<file path="config.mk">
export PLATFORM = sky130hd
export DESIGN_NAME = norm_seq
export DESIGN_NICKNAME = d
export VERILOG_FILES = /design/src/rtl/norm_seq.sv
export SDC_FILE = /design/constraint.sdc
export NUM_CORES = 1
export LEC_CHECK = 0
export ABC_AREA = 0
export BUFFER_PORTS_ARGS = -buffer_cell sky130_fd_sc_hd__buf_2
export CAP_MARGIN = 20
export CORE_ASPECT_RATIO = 1.1
export CORE_MARGIN = 2
export CORE_UTILIZATION = 60
export CTS_BUF_LIST = sky130_fd_sc_hd__clkbuf_2
export DETAILED_ROUTE_END_ITERATION = 8
export GPL_ROUTABILITY_DRIVEN = 0
export PLACE_DENSITY_LB_ADDON = 0.15
export SYNTH_ARGS = -nofsm -noshare
export SYNTH_HDL_FRONTEND = slang
export SYNTH_SLANG_ARGS = --single-unit
</file>
<file path="constraint.sdc">
create_clock -name clk -period 15.5 [get_ports clk]
set_input_delay 0 -clock clk [delete_from_list [all_inputs] [get_ports clk]]
set_output_delay 0 -clock clk [all_outputs]
set_load 0.1 [all_outputs]
</file>
<file path="src/rtl/norm_seq.sv">
// Frame-based complex magnitude sequencer: gathers 4 samples, squares |re|+|im|
// of each through one shared saturating squarer, then holds all results for a handshake.
module norm_seq #(
  parameter int WIDTH = 16
) (
  input  logic             clk,
  input  logic             rst,
  input  logic             inValid,
  output logic             inReady,
  input  logic [WIDTH-1:0] inReal,
  input  logic [WIDTH-1:0] inImag,
  output logic             outValid,
  input  logic             outReady,
  output logic [WIDTH-1:0] outaDist,
  output logic [WIDTH-1:0] outbDist,
  output logic [WIDTH-1:0] outcDist,
  output logic [WIDTH-1:0] outdDist,
  output logic [1:0]       outMinIdx,
  output logic             busy
);

  typedef enum logic [1:0] {
    LOAD = 2'd0,
    CALC = 2'd1,
    HOLD = 2'd2
  } state_t;

  state_t           state_q, state_d;
  logic [1:0]       cnt_q, cnt_d;
  logic [1:0]       idx_q, idx_d;
  logic [1:0]       minIdx_q, minIdx_d;
  logic [WIDTH-1:0] minVal_q, minVal_d;
  logic [WIDTH-1:0] re_q   [4];
  logic [WIDTH-1:0] re_d   [4];
  logic [WIDTH-1:0] im_q   [4];
  logic [WIDTH-1:0] im_d   [4];
  logic [WIDTH-1:0] dist_q [4];
  logic [WIDTH-1:0] dist_d [4];

  logic [WIDTH-1:0]   selRe, selIm;
  logic [WIDTH:0]     reExt, imExt, absRe, absIm, absSum;
  logic [2*WIDTH+1:0] sqFull;
  logic [WIDTH-1:0]   sqSat;

  // Single shared squarer; one extra bit keeps |-2^(WIDTH-1)| exact.
  always_comb begin
    selRe  = re_q[idx_q];
    selIm  = im_q[idx_q];
    reExt  = {selRe[WIDTH-1], selRe};
    imExt  = {selIm[WIDTH-1], selIm};
    absRe  = reExt[WIDTH] ? (~reExt + (WIDTH+1)'(1)) : reExt;
    absIm  = imExt[WIDTH] ? (~imExt + (WIDTH+1)'(1)) : imExt;
    absSum = absRe + absIm;
    sqFull = (2*WIDTH+2)'(absSum) * (2*WIDTH+2)'(absSum);
    sqSat  = (|sqFull[2*WIDTH+1:WIDTH]) ? {WIDTH{1'b1}} : sqFull[WIDTH-1:0];
  end

  always_comb begin
    state_d  = state_q;
    cnt_d    = cnt_q;
    idx_d    = idx_q;
    minIdx_d = minIdx_q;
    minVal_d = minVal_q;
    re_d     = re_q;
    im_d     = im_q;
    dist_d   = dist_q;
    case (state_q)
      LOAD: begin
        if (inValid) begin
          re_d[cnt_q] = inReal;
          im_d[cnt_q] = inImag;
          cnt_d       = cnt_q + 2'd1;
          if (cnt_q == 2'd3) state_d = CALC;
        end
      end
      CALC: begin
        dist_d[idx_q] = sqSat;
        // Strict compare so ties keep the lowest index.
        if (idx_q == 2'd0 || sqSat < minVal_q) begin
          minVal_d = sqSat;
          minIdx_d = idx_q;
        end
        idx_d = idx_q + 2'd1;
        if (idx_q == 2'd3) state_d = HOLD;
      end
      HOLD: begin
        if (outReady) state_d = LOAD;
      end
      default: state_d = LOAD;
    endcase
  end

  always_ff @(posedge clk) begin
    if (rst) begin
      state_q  <= LOAD;
      cnt_q    <= 2'd0;
      idx_q    <= 2'd0;
      minIdx_q <= 2'd0;
      minVal_q <= '0;
      for (int i = 0; i < 4; i++) begin
        re_q[i]   <= '0;
        im_q[i]   <= '0;
        dist_q[i] <= '0;
      end
    end else begin
      state_q  <= state_d;
      cnt_q    <= cnt_d;
      idx_q    <= idx_d;
      minIdx_q <= minIdx_d;
      minVal_q <= minVal_d;
      re_q     <= re_d;
      im_q     <= im_d;
      dist_q   <= dist_d;
    end
  end

  assign inReady   = (state_q == LOAD) && !rst;
  assign outValid  = (state_q == HOLD);
  assign busy      = (state_q == CALC) || (state_q == HOLD);
  assign outaDist  = dist_q[0];
  assign outbDist  = dist_q[1];
  assign outcDist  = dist_q[2];
  assign outdDist  = dist_q[3];
  assign outMinIdx = minIdx_q;

endmodule

</file>
==> impl_metrics.toml <==
[outcome]
status = "finished clean"

[clock_tree]
cts_root_buffer = "clkbuf_2"
cts.path.max_buffers = 3
insertion_delay_ns = 0.84
cts_buffers = 48
h-tree-depth = 2
numClockSinks = 216
cts_tree = "yes"
clkTransAtPathRegs_ns = 0.12

[cells_and_area]
fin_area_mm2 = 0.02076
layout.nets = 2723
layout_common_cells = "nand2_1, inv_1, dfxtp_1, fa_1, a21oi_1"
syn_to_final_growth_pct = 11.21
drive_gt1_share_pct = 11.24
layout_commonest_cell = "nand2_1"

[floorplan]
io_pins = 105
start_util_pct = 61.17
rows = 67
die_x_um = 172.2
core_mm2 = 0.03051
die_h_um = 189.0
die_area_mm2 = 0.03254

[detailed_routing]
wirelength_um = 49800
drcViolationCount = 0
routedWlPerCell_um = 17.79
antenna_left = 0
route.vias.total = 15970
vias_per_cell = 5.707
drt_pre_antenna_iters = 7
drt_iter0_markers = 1023

[placement]
post_dp_cell_area_mm2 = 0.01948
dp_hpwl_um = 36020
io_buffers = 104

[grt]
antenna_found_initial = 1
grt_pass1_vias = 16720
gr-total-overflow = 0
grt_max_degree = 118
grtUsageTotal_pct = 31.67
grt_pass1_wl_um = 82200

[synthesis]
ys_ff_latch = 216
synth.distinct_cells = 73
synthFlopType = "dfxtp_1"
syn_inst = 2200
synth.avg_cell_area_um2 = 8.484
yosysWarnings = 0
synth_edf_count = 0
seq_area_frac_synth_pct = 23.17
postSynthNetCount = 2575
ys_async_sr_fraction_pct = 0
syn_area_mm2 = 0.01867

[timing]
slew_headroom_pct = 30.19
rsz0062_at_grt = "no"
finalHoldViolCount = 0
post-route-min-period_ns = 14.68
worst_pin_slew_ns = 1.047
fmax_mhz = 68.10
fin_skew_ns = 0.06844
tns_ns = 0
min_period_over_period_pct = 94.73
finalSetupViolations = 0
report.final.slew_viol_count = 0

[worst_setup_path]
crit_slowest_cell = "fa_1"
crit_path_end_kind = "flip-flop"
timing.critical_path.mode_cell = "a21o_1"
worstSetupStartpointType = "flip-flop"
crit_fanout = 19
crit_type = "flip-flop to flip-flop"
required_ns = 16.15
crit_path_max_incr_delay_ns = 0.61
cp.arrival_ns = 15.33

[worst_hold_path]
min_path_type = "input port to flip-flop"

[run]
maxCapViolCount = 0
==> cell type report <==
cell class / instances / area, um2
clock buffer: 69 / 345.3
tap: 414 / 518.0
fill: 2508 / 9757
timing repair buffer: 212 / 1560
sequential: 216 / 4329
antenna: 1 / 2.502
inverter: 331 / 1245
multi-input combinational: 1539 / 12660
clock inverter: 17 / 100.1
==> sequential cells by signal (all words and copies together) (netlist names) <==
| register | cells |
|---|---|
| outcDist | 16 |
| outaDist | 16 |
| re_q | 64 |
| outbDist | 16 |
| state_q | 2 |
| idx_q | 2 |
| minVal_q | 16 |
| outdDist | 16 |
| cnt_q | 2 |
| outMinIdx | 2 |
| im_q | 64 |
==> cell usage after synthesis (12+ instances only) <==
library cell,n,area [um2]
nand2_1,381,1430
inv_1,323,1212
dfxtp_1,216,4324
fa_1,195,3904
a21oi_1,177,885.9
nor2_1,169,634.4
ha_1,144,1802
clkbuf_1,104,390.4
a211oi_1,101,758.2
o21ai_0,45,225.2
xnor2_1,41,359.1
a21o_1,28,210.2
mux4_2,27,608.1
xor2_1,23,201.4
nand3_1,15,75.07
nand4_1,13,81.33
nor3_1,13,65.06
or3_1,13,81.33
o21a_1,12,90.09
==> routing by layer <==
| metal | share of wire (%) | track usage (%) |
|---|---|---|
| met1 | 40 | 38.90 |
| met5 | 0 | 0 |
| met3 | 5.8 | 4.557 |
| met2 | 49 | 53.40 |
| met4 | 5.7 | 17.65 |
==> through the flow <==
step / hold slack, ns / utilization (%) / setup WS [ns] / cells
global route: 0.01783 / 68.03 / 0.05988 / 2799
detailed placement: 0.2785 / 63.83 / 0.4379 / 2631
floorplan: 0.1360 / - / 2.096 / 2200
CTS: 0.002142 / 67.84 / 0.3870 / 2795
finish: 0.04453 / 68.03 / 0.8163 / 2799
global placement: 0.2726 / 63.83 / 0.8565 / 2631
==> worst max-delay path: cells and delay by family (launching register included) <==
family	cells	cell delay [ns]
xor gates and xnor gates	2	0.70
muxes	1	0.60
DFF	1	0.60
AOI/OAI and AO/OA	16	3.53
adders and majority gates	9	4.01
buffers and inverters	6	0.99
and+or+nand+nor	15	4.06
==> kinds of logic (layout without fill, tap and decap cells) <==
| logic type | count (synthesis) | count (layout) | share of synthesized area [%] |
|---|---|---|---|
| fa+ha+maj | 339 | 339 | 30.57 |
| flops | 216 | 216 | 23.17 |
| compound gates | 418 | 418 | 14.12 |
| other cells | 0 | 1 | 0 |
| simple gates | 678 | 678 | 15.69 |
| xor+xnor | 64 | 64 | 3.003 |
| mux | 40 | 40 | 4.310 |
| buf+inv | 445 | 629 | 9.143 |
==> what timing repair did <==
action / 4_1_cts / 5_1_grt
buffers inserted: 0 / 0
gates resized for setup: 0 / 1
endpoints found under the hold margin: 195 / 0
hold buffers: 78 / 0
endpoints found under the setup margin: 0 / 18
==> final timing paths <==
kind,slack (ns),end,from,cells after the start
min,0.04,im_q[48],inImag[0],4
max reg2reg,0.82,minVal_q[1],idx_q[0],49
min reg2reg,0.46,re_q[0],re_q[0],2
max,0.82,minVal_q[1],idx_q[0],49
Power is not shown: default switching activity piles up to over one toggle a cycle in this logic, so the estimate is an artifact.
